==> config.mk <==
export PLATFORM = sky130hd
export DESIGN_NAME = phys_free_list_flat
export DESIGN_NICKNAME = d
export VERILOG_FILES = /design/src/rtl/phys_free_list_pkg.sv /design/src/rtl/phys_free_list_if.sv /design/src/rtl/phys_free_list_fl_ptr_ctr.sv /design/src/rtl/phys_free_list.sv /design/src/flat_wrapper.sv
export SDC_FILE = /design/constraint.sdc
export NUM_CORES = 1
export LEC_CHECK = 0
export ABC_CLOCK_PERIOD_IN_PS = 5730
export CAP_MARGIN = 20
export CORE_AREA = 5 5 152 154
export DETAILED_ROUTE_END_ITERATION = 12
export DIE_AREA = 0 0 157 159
export GPL_TIMING_DRIVEN = 0
export PLACE_DENSITY = 0.66
export SLEW_MARGIN = 20
export SYNTH_ARGS = -nofsm -noshare
export SYNTH_HDL_FRONTEND = slang
export SYNTH_SLANG_ARGS = --single-unit
==> constraint.sdc <==
create_clock -name clk -period 5.73 [get_ports clk]
set_input_delay 1.146 -clock clk [delete_from_list [all_inputs] [get_ports clk]]
set_output_delay 1.146 -clock clk [all_outputs]
set_load 0.02 [all_outputs]
==> src/rtl/phys_free_list_pkg.sv <==
`default_nettype none
// ============================================================================
// Module   : phys_free_list_pkg
// Brief    : Shared widths, tag/pointer types and index helper for the free list
// Revision : 1.0
// ============================================================================
package phys_free_list_pkg;

    localparam int PTAG_W   = 6;
    localparam int AREG_W   = 5;
    localparam int FL_DEPTH = 32;

    typedef logic [PTAG_W-1:0] ptag_t;
    // Index in the low bits, wrap bit on top to tell full from empty.
    typedef logic [AREG_W:0]   fl_ptr_t;

    function automatic logic [AREG_W-1:0] fl_idx(input fl_ptr_t p);
        return p[AREG_W-1:0];
    endfunction

endpackage
`default_nettype wire

==> src/rtl/phys_free_list_if.sv <==
`default_nettype none
// ============================================================================
// Module   : phys_free_list_if
// Brief    : Rename/retire side handshake bundle of the physical free list
// Revision : 1.0
// ============================================================================
interface phys_free_list_if;
    import phys_free_list_pkg::*;

    logic    stall;
    logic    alloc_req;
    ptag_t   alloc_tag;
    logic    alloc_valid;
    logic    commit_alloc;
    logic    free_en;
    ptag_t   free_tag;
    logic    flush;
    fl_ptr_t free_count;
    logic    overflow_err;

    modport master (
        output stall, alloc_req, commit_alloc, free_en, free_tag, flush,
        input  alloc_tag, alloc_valid, free_count, overflow_err
    );

    modport slave (
        input  stall, alloc_req, commit_alloc, free_en, free_tag, flush,
        output alloc_tag, alloc_valid, free_count, overflow_err
    );

endinterface
`default_nettype wire

==> src/rtl/phys_free_list_fl_ptr_ctr.sv <==
`default_nettype none
// ============================================================================
// Module   : fl_ptr_ctr
// Brief    : Wrap-bit FIFO pointer with increment enable and synchronous load
// Revision : 1.0
// ============================================================================
module fl_ptr_ctr
    import phys_free_list_pkg::*;
#(
    parameter fl_ptr_t RESET_VAL = '0
) (
    input  wire logic    clk,
    input  wire logic    reset,
    input  wire logic    i_inc,
    input  wire logic    i_load,
    input  wire fl_ptr_t i_load_val,
    output fl_ptr_t      o_ptr
);

    fl_ptr_t r_ptr;
    fl_ptr_t w_ptr_next;

    // Load wins over increment; modulo-64 wrap falls out of the 6-bit add.
    always_comb begin
        w_ptr_next = r_ptr;
        if (i_load) begin
            w_ptr_next = i_load_val;
        end else if (i_inc) begin
            w_ptr_next = r_ptr + fl_ptr_t'(1);
        end
    end

    always_ff @(posedge clk or negedge reset) begin
        if (!reset) begin
            r_ptr <= RESET_VAL;
        end else begin
            r_ptr <= w_ptr_next;
        end
    end

    assign o_ptr = r_ptr;

endmodule
`default_nettype wire

==> src/rtl/phys_free_list.sv <==
`default_nettype none
// ============================================================================
// Module   : phys_free_list
// Brief    : Circular free list of physical tags with speculative/committed heads
// Revision : 1.0
// ============================================================================
module phys_free_list
    import phys_free_list_pkg::*;
#(
    parameter int PREGS = 64,
    parameter int AREGS = 32
) (
    input  wire logic       clk,
    input  wire logic       reset,
    phys_free_list_if.slave fl
);

    localparam fl_ptr_t c_fl_depth = fl_ptr_t'(PREGS - AREGS);

    ptag_t   r_entry [FL_DEPTH];
    logic    r_overflow;

    fl_ptr_t w_spec_head;
    fl_ptr_t w_commit_head;
    fl_ptr_t w_commit_next;
    fl_ptr_t w_tail;
    fl_ptr_t w_commit_occ;
    logic    w_alloc_valid;
    logic    w_alloc_fire;
    logic    w_push_ok;
    logic    w_push;

    assign w_alloc_valid = (w_tail != w_spec_head);
    assign w_alloc_fire  = fl.alloc_req & w_alloc_valid & ~fl.stall & ~fl.flush;
    assign w_commit_next = w_commit_head + fl_ptr_t'(fl.commit_alloc);

    // Room is judged against the committed head after this cycle's commit, so a
    // tag retiring in the same cycle its slot is reclaimed can still be pushed.
    assign w_commit_occ  = w_tail - w_commit_next;
    assign w_push_ok     = (w_commit_occ < c_fl_depth);
    assign w_push        = fl.free_en & w_push_ok;

    fl_ptr_ctr #(.RESET_VAL('0)) u_spec_head (
        .clk        (clk),
        .reset      (reset),
        .i_inc      (w_alloc_fire),
        .i_load     (fl.flush),
        .i_load_val (w_commit_next),
        .o_ptr      (w_spec_head)
    );

    fl_ptr_ctr #(.RESET_VAL('0)) u_commit_head (
        .clk        (clk),
        .reset      (reset),
        .i_inc      (fl.commit_alloc),
        .i_load     (1'b0),
        .i_load_val ('0),
        .o_ptr      (w_commit_head)
    );

    fl_ptr_ctr #(.RESET_VAL(c_fl_depth)) u_tail (
        .clk        (clk),
        .reset      (reset),
        .i_inc      (w_push),
        .i_load     (1'b0),
        .i_load_val ('0),
        .o_ptr      (w_tail)
    );

    generate
        for (genvar i = 0; i < FL_DEPTH; i++) begin : g_entry
            always_ff @(posedge clk or negedge reset) begin
                if (!reset) begin
                    r_entry[i] <= ptag_t'(AREGS + i);
                end else if (w_push && (fl_idx(w_tail) == AREG_W'(i))) begin
                    r_entry[i] <= fl.free_tag;
                end
            end
        end
    endgenerate

    always_ff @(posedge clk or negedge reset) begin
        if (!reset) begin
            r_overflow <= 1'b0;
        end else if (fl.free_en && !w_push_ok) begin
            r_overflow <= 1'b1;
        end
    end

    assign fl.alloc_tag    = r_entry[fl_idx(w_spec_head)];
    assign fl.alloc_valid  = w_alloc_valid;
    assign fl.free_count   = w_tail - w_spec_head;
    assign fl.overflow_err = r_overflow;

endmodule
`default_nettype wire

==> src/flat_wrapper.sv <==
// flat-port wrapper written by rule: the top's interface ports become plain ports
module phys_free_list_flat import phys_free_list_pkg::*;
#(
    parameter int PREGS = 64,
    parameter int AREGS = 32
)
  (clk, reset, fl_stall, fl_alloc_req, fl_commit_alloc, fl_free_en, fl_free_tag, fl_flush, fl_alloc_tag, fl_alloc_valid, fl_free_count, fl_overflow_err);
  phys_free_list_if fl_i ();
  input  wire logic clk;
  input  wire logic reset;
  input wire logic [$bits(fl_i.stall)-1:0] fl_stall;
  input wire logic [$bits(fl_i.alloc_req)-1:0] fl_alloc_req;
  input wire logic [$bits(fl_i.commit_alloc)-1:0] fl_commit_alloc;
  input wire logic [$bits(fl_i.free_en)-1:0] fl_free_en;
  input wire logic [$bits(fl_i.free_tag)-1:0] fl_free_tag;
  input wire logic [$bits(fl_i.flush)-1:0] fl_flush;
  output wire logic [$bits(fl_i.alloc_tag)-1:0] fl_alloc_tag;
  output wire logic [$bits(fl_i.alloc_valid)-1:0] fl_alloc_valid;
  output wire logic [$bits(fl_i.free_count)-1:0] fl_free_count;
  output wire logic [$bits(fl_i.overflow_err)-1:0] fl_overflow_err;
  assign fl_i.stall = fl_stall;
  assign fl_i.alloc_req = fl_alloc_req;
  assign fl_i.commit_alloc = fl_commit_alloc;
  assign fl_i.free_en = fl_free_en;
  assign fl_i.free_tag = fl_free_tag;
  assign fl_i.flush = fl_flush;
  assign fl_alloc_tag = fl_i.alloc_tag;
  assign fl_alloc_valid = fl_i.alloc_valid;
  assign fl_free_count = fl_i.free_count;
  assign fl_overflow_err = fl_i.overflow_err;
  phys_free_list #(.PREGS(PREGS), .AREGS(AREGS)) u_core (.clk(clk), .reset(reset), .fl(fl_i));
endmodule
== Word level (Yosys, flattened, before mapping) ==
Index checks and enable logic that the tools add are counted.
Widths: inputs -> output; s select.

* Output and inout port bits: 14
* Bits in registers: 211
* Input port bits: 13
* Word-level logic and storage cells: 124

* Bitwise logic cells: 7
* Add/subtract/negate cells: 6
* Equal/unequal tests: 32
* Mux-type cells: 5
* Order comparisons: 2
* Reduce and logical (&&, ||, !) cells: 36

{| class="wikitable"
|+ Operators by type and width
! kind !! count
|-
| $eq 5x5->1 const B || 16
|-
| $eq 5x4->1 const B || 8
|-
| $logic_and 1x1->1 || 33
|-
| $bmux 6 s5 || 1
|-
| $mux 6 || 4
|-
| $eq 5x3->1 const B || 4
|-
| $add 6x1->6 const B || 3
|-
| $sub 6x6->6 || 2
|-
| $eq 5x2->1 const B || 2
|-
| $add 6x1->6 || 1
|-
| $ge 6x6->1 const B || 1
|-
| $lt 6x6->1 const B || 1
|-
| $ne 6x6->1 || 1
|-
| $not 5->6 || 1
|-
| $eq 5x1->1 const B || 1
|-
| $logic_not 5->1 || 1
|-
| $and 1x1->1 || 4
|-
| $not 1->1 || 2
|-
| $reduce_bool 2->1 || 1
|-
| $logic_not 1->1 || 1
|}

== Longest topological paths before layout ==
Gate-level depths: netlist (run 1).

* Word-level depth: 6
* Gate-level depth with buffers: 12
* Depth with buffers taken out: 10

== Modules after synthesis ==
From an unflattened synthesis (run 1), not the netlist that was laid out.

* Cells, all modules: 732
* Area, all modules: 11237.0 µm²

{| class="wikitable"
|+ Modules (own cells, without submodules)
! module !! area an instance (µm²) !! seq. area each (µm²) !! cells each !! instances
|-
| phys_free_list || 10256.1 || 4969.8 || 630 || 1
|-
| fl_ptr_ctr at u_core.u_commit_head ... || 326.6 || 150.1 || 34 || 2
|-
| fl_ptr_ctr at u_core.u_tail || 327.8 || 151.4 || 34 || 1
|}

== Worst setup path before layout (run 1) ==
OpenSTA, ideal clock, no wires.

* Kind: input -> register
* Start: in fl_commit_alloc
* End: reg u_core.r_entry[181] (netlist bit)
* Buffers on the path: 1
* Arrival: 3760 ps
* Setup slack: 1846 ps
* Library setup time: 125 ps
* Stages: 11
* Data required time: 5605 ps
* Cell sequence: ha_1 > ha_1 > nand3_1 > xor2_1 > ha_1 > a21oi_1 > o21a_2 > xnor3_2 > buf_6 > nor4_4 > mux2_2

* Longest elaborated chain between the ends: 5

{| class="wikitable"
|+ RTL lines
! item !! line !! RTL
|-
| start, declared || flat_wrapper.sv:13 || <nowiki>input wire logic [$bits(fl_i.commit_alloc)-1:0] fl_commit_alloc;</nowiki>
|-
| $add 6x1->6 || phys_free_list.sv:35 || <nowiki>assign w_commit_next = w_commit_head + fl_ptr_t'(fl.commit_alloc);</nowiki>
|-
| $sub 6x6->6 || phys_free_list.sv:39 || <nowiki>assign w_commit_occ = w_tail - w_commit_next;</nowiki>
|-
| $lt 6x6->1 || phys_free_list.sv:40 || <nowiki>assign w_push_ok = (w_commit_occ < c_fl_depth);</nowiki>
|-
| $and 1x1->1 || phys_free_list.sv:41 || <nowiki>assign w_push = fl.free_en & w_push_ok;</nowiki>
|-
| $logic_and 1x1->1 || phys_free_list.sv:75 || <nowiki>end else if (w_push && (fl_idx(w_tail) == AREG_W'(i))) begin</nowiki>
|-
| end signal, assigned by index || phys_free_list.sv:74 || <nowiki>r_entry[i] <= ptag_t'(AREGS + i);</nowiki>
|-
| end signal, assigned by index || phys_free_list.sv:76 || <nowiki>r_entry[i] <= fl.free_tag;</nowiki>
|-
| end, declared || phys_free_list.sv:20 || <nowiki>ptag_t r_entry [FL_DEPTH];</nowiki>
|}

Every way passes these cells.
A chain may end at the register's enable or synchronous reset.

== Final worst setup path (run 1) ==
* Start: reg u_core.u_spec_head.r_ptr[0] (netlist: u_core.u_spec_head.o_ptr[0])
* End: out fl_alloc_tag[2]

* Longest elaborated chain between the ends: 4

{| class="wikitable"
|+ RTL lines
! item !! line !! RTL
|-
| start, declared || phys_free_list_fl_ptr_ctr.sv:20 || <nowiki>fl_ptr_t r_ptr;</nowiki>
|-
| start signal, assigned || phys_free_list_fl_ptr_ctr.sv:37 || <nowiki>r_ptr <= w_ptr_next;</nowiki>
|-
| $not 5->6 (implied by the code) || phys_free_list.sv:90 || <nowiki>assign fl.alloc_tag = r_entry[fl_idx(w_spec_head)];</nowiki>
|-
| $bmux 6 s5 || phys_free_list.sv:90 ||
|-
| $mux 6 (implied by the code) (2 in a row) || phys_free_list.sv:90 ||
|-
| end, declared || flat_wrapper.sv:17 || <nowiki>output wire logic [$bits(fl_i.alloc_tag)-1:0] fl_alloc_tag;</nowiki>
|}

Every way passes these cells. The select of a mux whose other input is x is not followed.

==> impl_metrics.env, run 1 <==
export IMPL_netlist_area_mm2=0.0105
export IMPL_die_y_um=159
export IMPL_fillers=1710
export IMPL_dpl_worst_slack_ns=0.656
export IMPL_synth_async_reset_ratio_pct=100
export IMPL_cts_made_buffers=23
export IMPL_fin_skew_ns=0.0142
export IMPL_setup_viol=0
export IMPL_clock_latency_ns=0.51
export IMPL_p_int_w=0.00381
export IMPL_die_x_um=157
export IMPL_root_buffer="clkbuf_16"
export IMPL_area_delta_synth_final_pct=13.4
export IMPL_synth_warning_count=0
export IMPL_synthDistinctLibCells=34
export IMPL_yosys_top_cells_area="dfstp_2, dfrtp_1, mux2_2"
export IMPL_p_leak_nw=5.16
export IMPL_postCtsResizedCells=0
export IMPL_vias=6108
export IMPL_drc=0
export IMPL_outcome="completed"
export IMPL_wl_met2_um=13100
export IMPL_max_slew_margin_pct=30.2
export IMPL_final_common_cell="mux2_2"
export IMPL_track_usage_pct=21.5
export IMPL_grt_pass1_vias=6846
export IMPL_fin_nets=774
export IMPL_irDropWorstVdd_mv=0.249
export IMPL_wl_um=25900
export IMPL_cts_clk_slew_worst_paths_ns=0.06
export IMPL_synthesis_area_per_instance_um2=15.3
export IMPL_postSynthRegisterBits=211
export IMPL_worstSetupStartpointType="flop"
export IMPL_highest_layer="met4"
export IMPL_wl_per_cell_um=25.0
export IMPL_synth_area_leader_cell="dfstp_2"
export IMPL_p_comb_share_pct=39.0
export IMPL_grt_overflow=0
export IMPL_min_path_type="reg -> reg"
export IMPL_ctsHoldBuffers=0
export IMPL_seqPwrFrac_pct=36.0
export IMPL_dr_wl_met3_um=1630
export IMPL_start_util_pct=48.8
export IMPL_num_rows=54
export IMPL_cts_tree="built"
export IMPL_cp_required_ns=4.58
export IMPL_period_share_pct=87.6
export IMPL_crit_type="reg -> out"
export IMPL_htree_levels=1
export IMPL_synth_ff_type="dfstp_2"
export IMPL_drt_iter0_markers=340
export IMPL_dr_pass1_iters=5
export IMPL_final_cell_mix="mux2_2, dfstp_2, dfrtp_1"
export IMPL_vias_per_cell=5.88
export IMPL_period_needed_ns=5.02
export IMPL_worst_slew_pin_slew_ns=1.05
export IMPL_final_area_mm2=0.0119
export IMPL_min_delay_start="u_core.fl.overflow_err$_DFFE_PN0P_"
export IMPL_io_buffers=25
export IMPL_placed_area_mm2=0.0112
export IMPL_antenna_found_initial=0
export IMPL_r2r_start="u_core.u_commit_head.o_ptr[0]$_DFFE_PN0P_"
export IMPL_max_freq_mhz=199
export IMPL_finalWeightedCongestion=0.899
export IMPL_synth_top_area_share_pct=28.2
export IMPL_ys_seq_area_share_pct=51.5
export IMPL_io_pins=27
export IMPL_finalHoldViolCount=0
export IMPL_finalPower_w=0.00586
export IMPL_synth_fp_nets=722
export IMPL_clock_sinks=211
export IMPL_grt_pass1_wl_um=40900
export IMPL_power_switching_w=0.00204
export IMPL_met1_length_um=10600
export IMPL_pwr_share_clk_pct=25.0
export IMPL_insertedDiodeCount=0
export IMPL_grt_max_degree=94
export IMPL_worst_ep_arrival_time_ns=3.87
export IMPL_postCtsSetupRepairBufs=0
export IMPL_crit_path_end_kind="output port"
export IMPL_clockBufferDepth=3
export IMPL_ant_nets=0
export IMPL_maxCapViolCount=0
export IMPL_worst_slack_ns=0.709
export IMPL_maxSlewViolCount=0
export IMPL_swShare_pct=34.9
export IMPL_drive_gt1_share_pct=56.3
export IMPL_crit_fanout=10
export IMPL_power_density_mw_per_mm2=491
export IMPL_fp_coreArea_mm2=0.0216
export IMPL_rsz0062_at_grt="false"
export IMPL_die_area_mm2=0.0250
export IMPL_synth_edf_count=0
export IMPL_synthCells=689
export IMPL_post_dp_hpwl_um=18200
export IMPL_startpoint="u_core.u_spec_head.o_ptr[0]$_DFFE_PN0P_"
-- path summary, 6_finish.rpt --
kind,endpoint,slack (ns),depth (start not counted)
setup / recovery,fl_alloc_tag[2],0.71,7
hold / removal,u_core.fl.overflow_err$_DFFE_PN0P_,0.47,1
setup reg to reg,u_core.r_entry[6]$_DFFE_PN0P_,1.97,11
hold reg to reg,u_core.fl.overflow_err$_DFFE_PN0P_,0.47,1
max in group asynchronous,u_core.r_entry[58]$_DFFE_PN1P_,4.37,2
min in group asynchronous,u_core.r_entry[37]$_DFFE_PN0P_,0.55,1
-- per-stage QoR --
stage	util (%)	hold WS, ns	TNS (ns)	std cells
2_1_floorplan	-	0.462	0	689
3_3_place_gp	51.6	0.462	-680.64	994
3_5_place_dp	51.9	0.466	0	996
4_1_cts	55.4	0.480	0	1038
5_1_grt	55.4	0.513	0	1038
6_report	55.4	0.472	0	1038
-- cell type report --
cell class              count  area, um2  area share (%)
flip-flops and latches    211       5420            45.4
multi-input cells         408       4820            40.4
clock buffers              36        664            5.57
well taps                 280        350            2.94
repair buffers             27        310            2.60
plain buffers              58        239            2.00
clock inverters             6       83.8           0.702
inverters                  12       45.0           0.377
-- layer usage --
layer,up-vias,global-route usage (%)
li1,2642,-
met1,3256,29.0
met2,162,36.3
met3,48,4.59
met4,0,4.14
met5,-,0
-- worst max-delay path, cell delays in order (launching register included) --
cell and delay (ns):
dfrtp_1 0.41, clkbuf_1 0.23, clkbuf_1 0.81, mux4_2 0.64, mux4_2 0.54, nand2_1 0.11
nand2_1 0.09, clkdlybuf4s50_1 0.55
-- logic make-up after synthesis --
family,synth area share (%)
adders and majority gates,2.45
muxes,34.2
buffers and inverters,2.64
xor gates and xnor gates,2.35
AOI/OAI and AO/OA,0.702
DFF,51.5
and+or+nand+nor,6.15
-- power groups by stage --
stage | logic, W | clock network [W] | registers [W]
3_3_place_gp | 0.00221 | 0 | 0.00210
4_1_cts | 0.00230 | 0.00150 | 0.00211
6_report | 0.00228 | 0.00147 | 0.00211
5_1_grt | 0.00247 | 0.00156 | 0.00214
3_5_place_dp | 0.00229 | 0 | 0.00213
2_1_floorplan | 0.00162 | 0 | 0.00205
-- flip-flops by register name (all words and copies together), names as in the netlist --
| register | flops |
|---|---|
| u_core.u_spec_head.o_ptr | 6 |
| u_core.r_entry | 192 |
| u_core.u_tail.o_ptr | 6 |
| u_core.fl.overflow_err | 1 |
| u_core.u_commit_head.o_ptr | 6 |
-- synth_stat cells (6+ instances only) --
master    number
and3_1        18
buf_1          7
buf_2          6
clkbuf_1      44
dfrtp_1       98
dfstp_2      113
ha_1          19
inv_1         10
mux2_2       192
mux2i_1        6
mux4_2        60
nand2_1       30
nand4_1        9
nor4_4         8
xnor2_1       14
xor2_1         9
Note: power is estimated with default switching activity, not from simulation.
==> run 2, diff against run 1 <==
--- a/config.mk
+++ b/config.mk
@@ -7,10 +7,11 @@
 export LEC_CHECK = 0
 export ABC_CLOCK_PERIOD_IN_PS = 5730
 export CAP_MARGIN = 20
-export CORE_AREA = 5 5 152 154
+export CORE_AREA = 2 2 149 151
 export DETAILED_ROUTE_END_ITERATION = 12
-export DIE_AREA = 0 0 157 159
-export GPL_TIMING_DRIVEN = 0
+export DIE_AREA = 0 0 151 153
+export GPL_TIMING_DRIVEN = 1
+export HOLD_SLACK_MARGIN = 0.08
 export PLACE_DENSITY = 0.66
 export SLEW_MARGIN = 20
 export SYNTH_ARGS = -nofsm -noshare
==> impl_metrics.env, run 2 (synthesized netlist as in run 1, its figures left out) <==
export IMPL_cp_required_ns=4.58
export IMPL_cts_clk_slew_worst_paths_ns=0.06
export IMPL_period_needed_ns=4.65
export IMPL_drc=0
export IMPL_ant_nets=0
export IMPL_post_dp_hpwl_um=15900
export IMPL_clock_sinks=211
export IMPL_finalSetupTns_ns=0
export IMPL_ctsHoldBuffers=0
export IMPL_worst_ep_arrival_time_ns=3.50
export IMPL_cts_tree="built"
export IMPL_io_buffers=26
export IMPL_postCtsResizedCells=0
export IMPL_dr_pass1_iters=4
export IMPL_rr_endpoint="u_core.r_entry[74]$_DFFE_PN0P_"
export IMPL_num_rows=54
export IMPL_max_freq_mhz=215
export IMPL_root_buffer="clkbuf_16"
export IMPL_wl_per_cell_um=24.6
export IMPL_dp_cells=948
export IMPL_track_usage_pct=22.0
export IMPL_fin_skew_ns=0.00737
export IMPL_clock_latency_ns=0.49
export IMPL_insertedDiodeCount=0
export IMPL_start_util_pct=49.0
export IMPL_r2r_cells=10
export IMPL_irDropWorstVdd_mv=0.379
export IMPL_worst_slew_pin_slew_ns=0.972
export IMPL_final_cell_count_no_fill=989
export IMPL_die_x_um=151
export IMPL_utilization_pct=54.9
export IMPL_r2r_slack_ns=2.19
export IMPL_crit_path_end_kind="output port"
export IMPL_largest_reg_flops=192
export IMPL_drive_gt1_share_pct=60.8
export IMPL_grt_pass1_vias=6499
export IMPL_grt_pass1_wl_um=38600
export IMPL_finalWeightedCongestion=0.842
export IMPL_crit_type="reg -> out"
export IMPL_period_share_pct=81.2
export IMPL_whs_ns=0.487
export IMPL_fin_nets=727
export IMPL_final_common_cell="mux2_2"
export IMPL_final_cell_mix="mux2_2, dfstp_2, dfrtp_1"
export IMPL_max_slew_margin_pct=35.2
export IMPL_rsz0062_at_grt="false"
export IMPL_setup_viol=0
export IMPL_clockBufferDepth=3
export IMPL_maxCapViolCount=0
export IMPL_antenna_found_initial=0
export IMPL_cts_made_buffers=23
export IMPL_die_area_mm2=0.0231
export IMPL_worstHoldPathCells=1
export IMPL_fp_coreArea_mm2=0.0215
export IMPL_htree_levels=1
export IMPL_crit_fanout=27
export IMPL_vias=5857
export IMPL_finalHoldViolCount=0
export IMPL_hold_end="u_core.u_commit_head.o_ptr[5]$_DFFE_PN0P_"
export IMPL_die_y_um=153
export IMPL_maxSlewViolCount=0
export IMPL_vias_per_cell=5.92
export IMPL_drt_iter0_markers=362
export IMPL_io_pins=27
export IMPL_p_leak_nw=5.11
export IMPL_worstSetupStartpointType="flop"
export IMPL_grt_overflow=0
export IMPL_area_delta_synth_final_pct=12.0
export IMPL_min_path_type="reg -> reg"
export IMPL_postCtsSetupRepairBufs=0
export IMPL_largest_register="u_core.r_entry"
export IMPL_outcome="completed"
export IMPL_r2r_start="u_core.u_commit_head.o_ptr[0]$_DFFE_PN0P_"
export IMPL_wl_um=24300
export IMPL_grt_max_degree=119
export IMPL_min_delay_start="u_core.u_commit_head.o_ptr[5]$_DFFE_PN0P_"
export IMPL_power_density_mw_per_mm2=493
[run 2: worst max path at each step]
stage	slack [ns]	startpoint	end
floorplan	1.85	fl_commit_alloc	u_core.r_entry[181]$_DFFE_PN0P_
global placement	0.94	fl_commit_alloc	u_core.r_entry[80]$_DFFE_PN0P_
detailed placement	0.90	fl_commit_alloc	u_core.r_entry[188]$_DFFE_PN0P_
CTS	0.89	u_core.u_spec_head.o_ptr[0]$_DFFE_PN0P_	fl_alloc_tag[1]
global route	0.91	u_core.u_spec_head.o_ptr[0]$_DFFE_PN0P_	fl_alloc_tag[1]
finish	1.08	u_core.u_spec_head.o_ptr[0]$_DFFE_PN0P_	fl_alloc_tag[1]
[run 2: final cells by class]
type / instances / area [um2]
well taps: 280 / 350
multi-input cells: 408 / 4820
clock inverters: 7 / 110
repair buffers: 38 / 362
inverters: 12 / 45.0
flip-flops and latches: 211 / 5430
fillers: 1703 / 9700
clock buffers: 33 / 673
[run 2: per-stage QoR]
step	setup WS (ns)	instance area, um2	power, W
final	1.08	11800	0.00581
after global routing	0.912	11800	0.00611
after CTS	0.892	11800	0.00584
after detailed placement	0.904	11000	0.00430
after global placement	0.938	11000	0.00423
after floorplan	1.85	10500	0.00367
[run 2: power by group]
group          internal (W)  switching, W  total, W
logic              0.000979       0.00107   0.00205
clock network      0.000946      0.000573   0.00152
registers           0.00191      0.000330   0.00224
[run 2: layer usage]
layer  wire [um]  global-route usage [%]
met1       10600                    31.0
met2       12100                    35.8
met3        1370                    4.54
met4         332                    3.92
met5           0                       0
[run 2: critical path, stage by stage, from the launching register on]
cell	delay (ns)
dfrtp_4	0.78
buf_12	0.32
mux4_2	0.57
mux4_2	0.53
nand2_1	0.10
nand2_1	0.10
clkdlybuf4s50_1	0.56
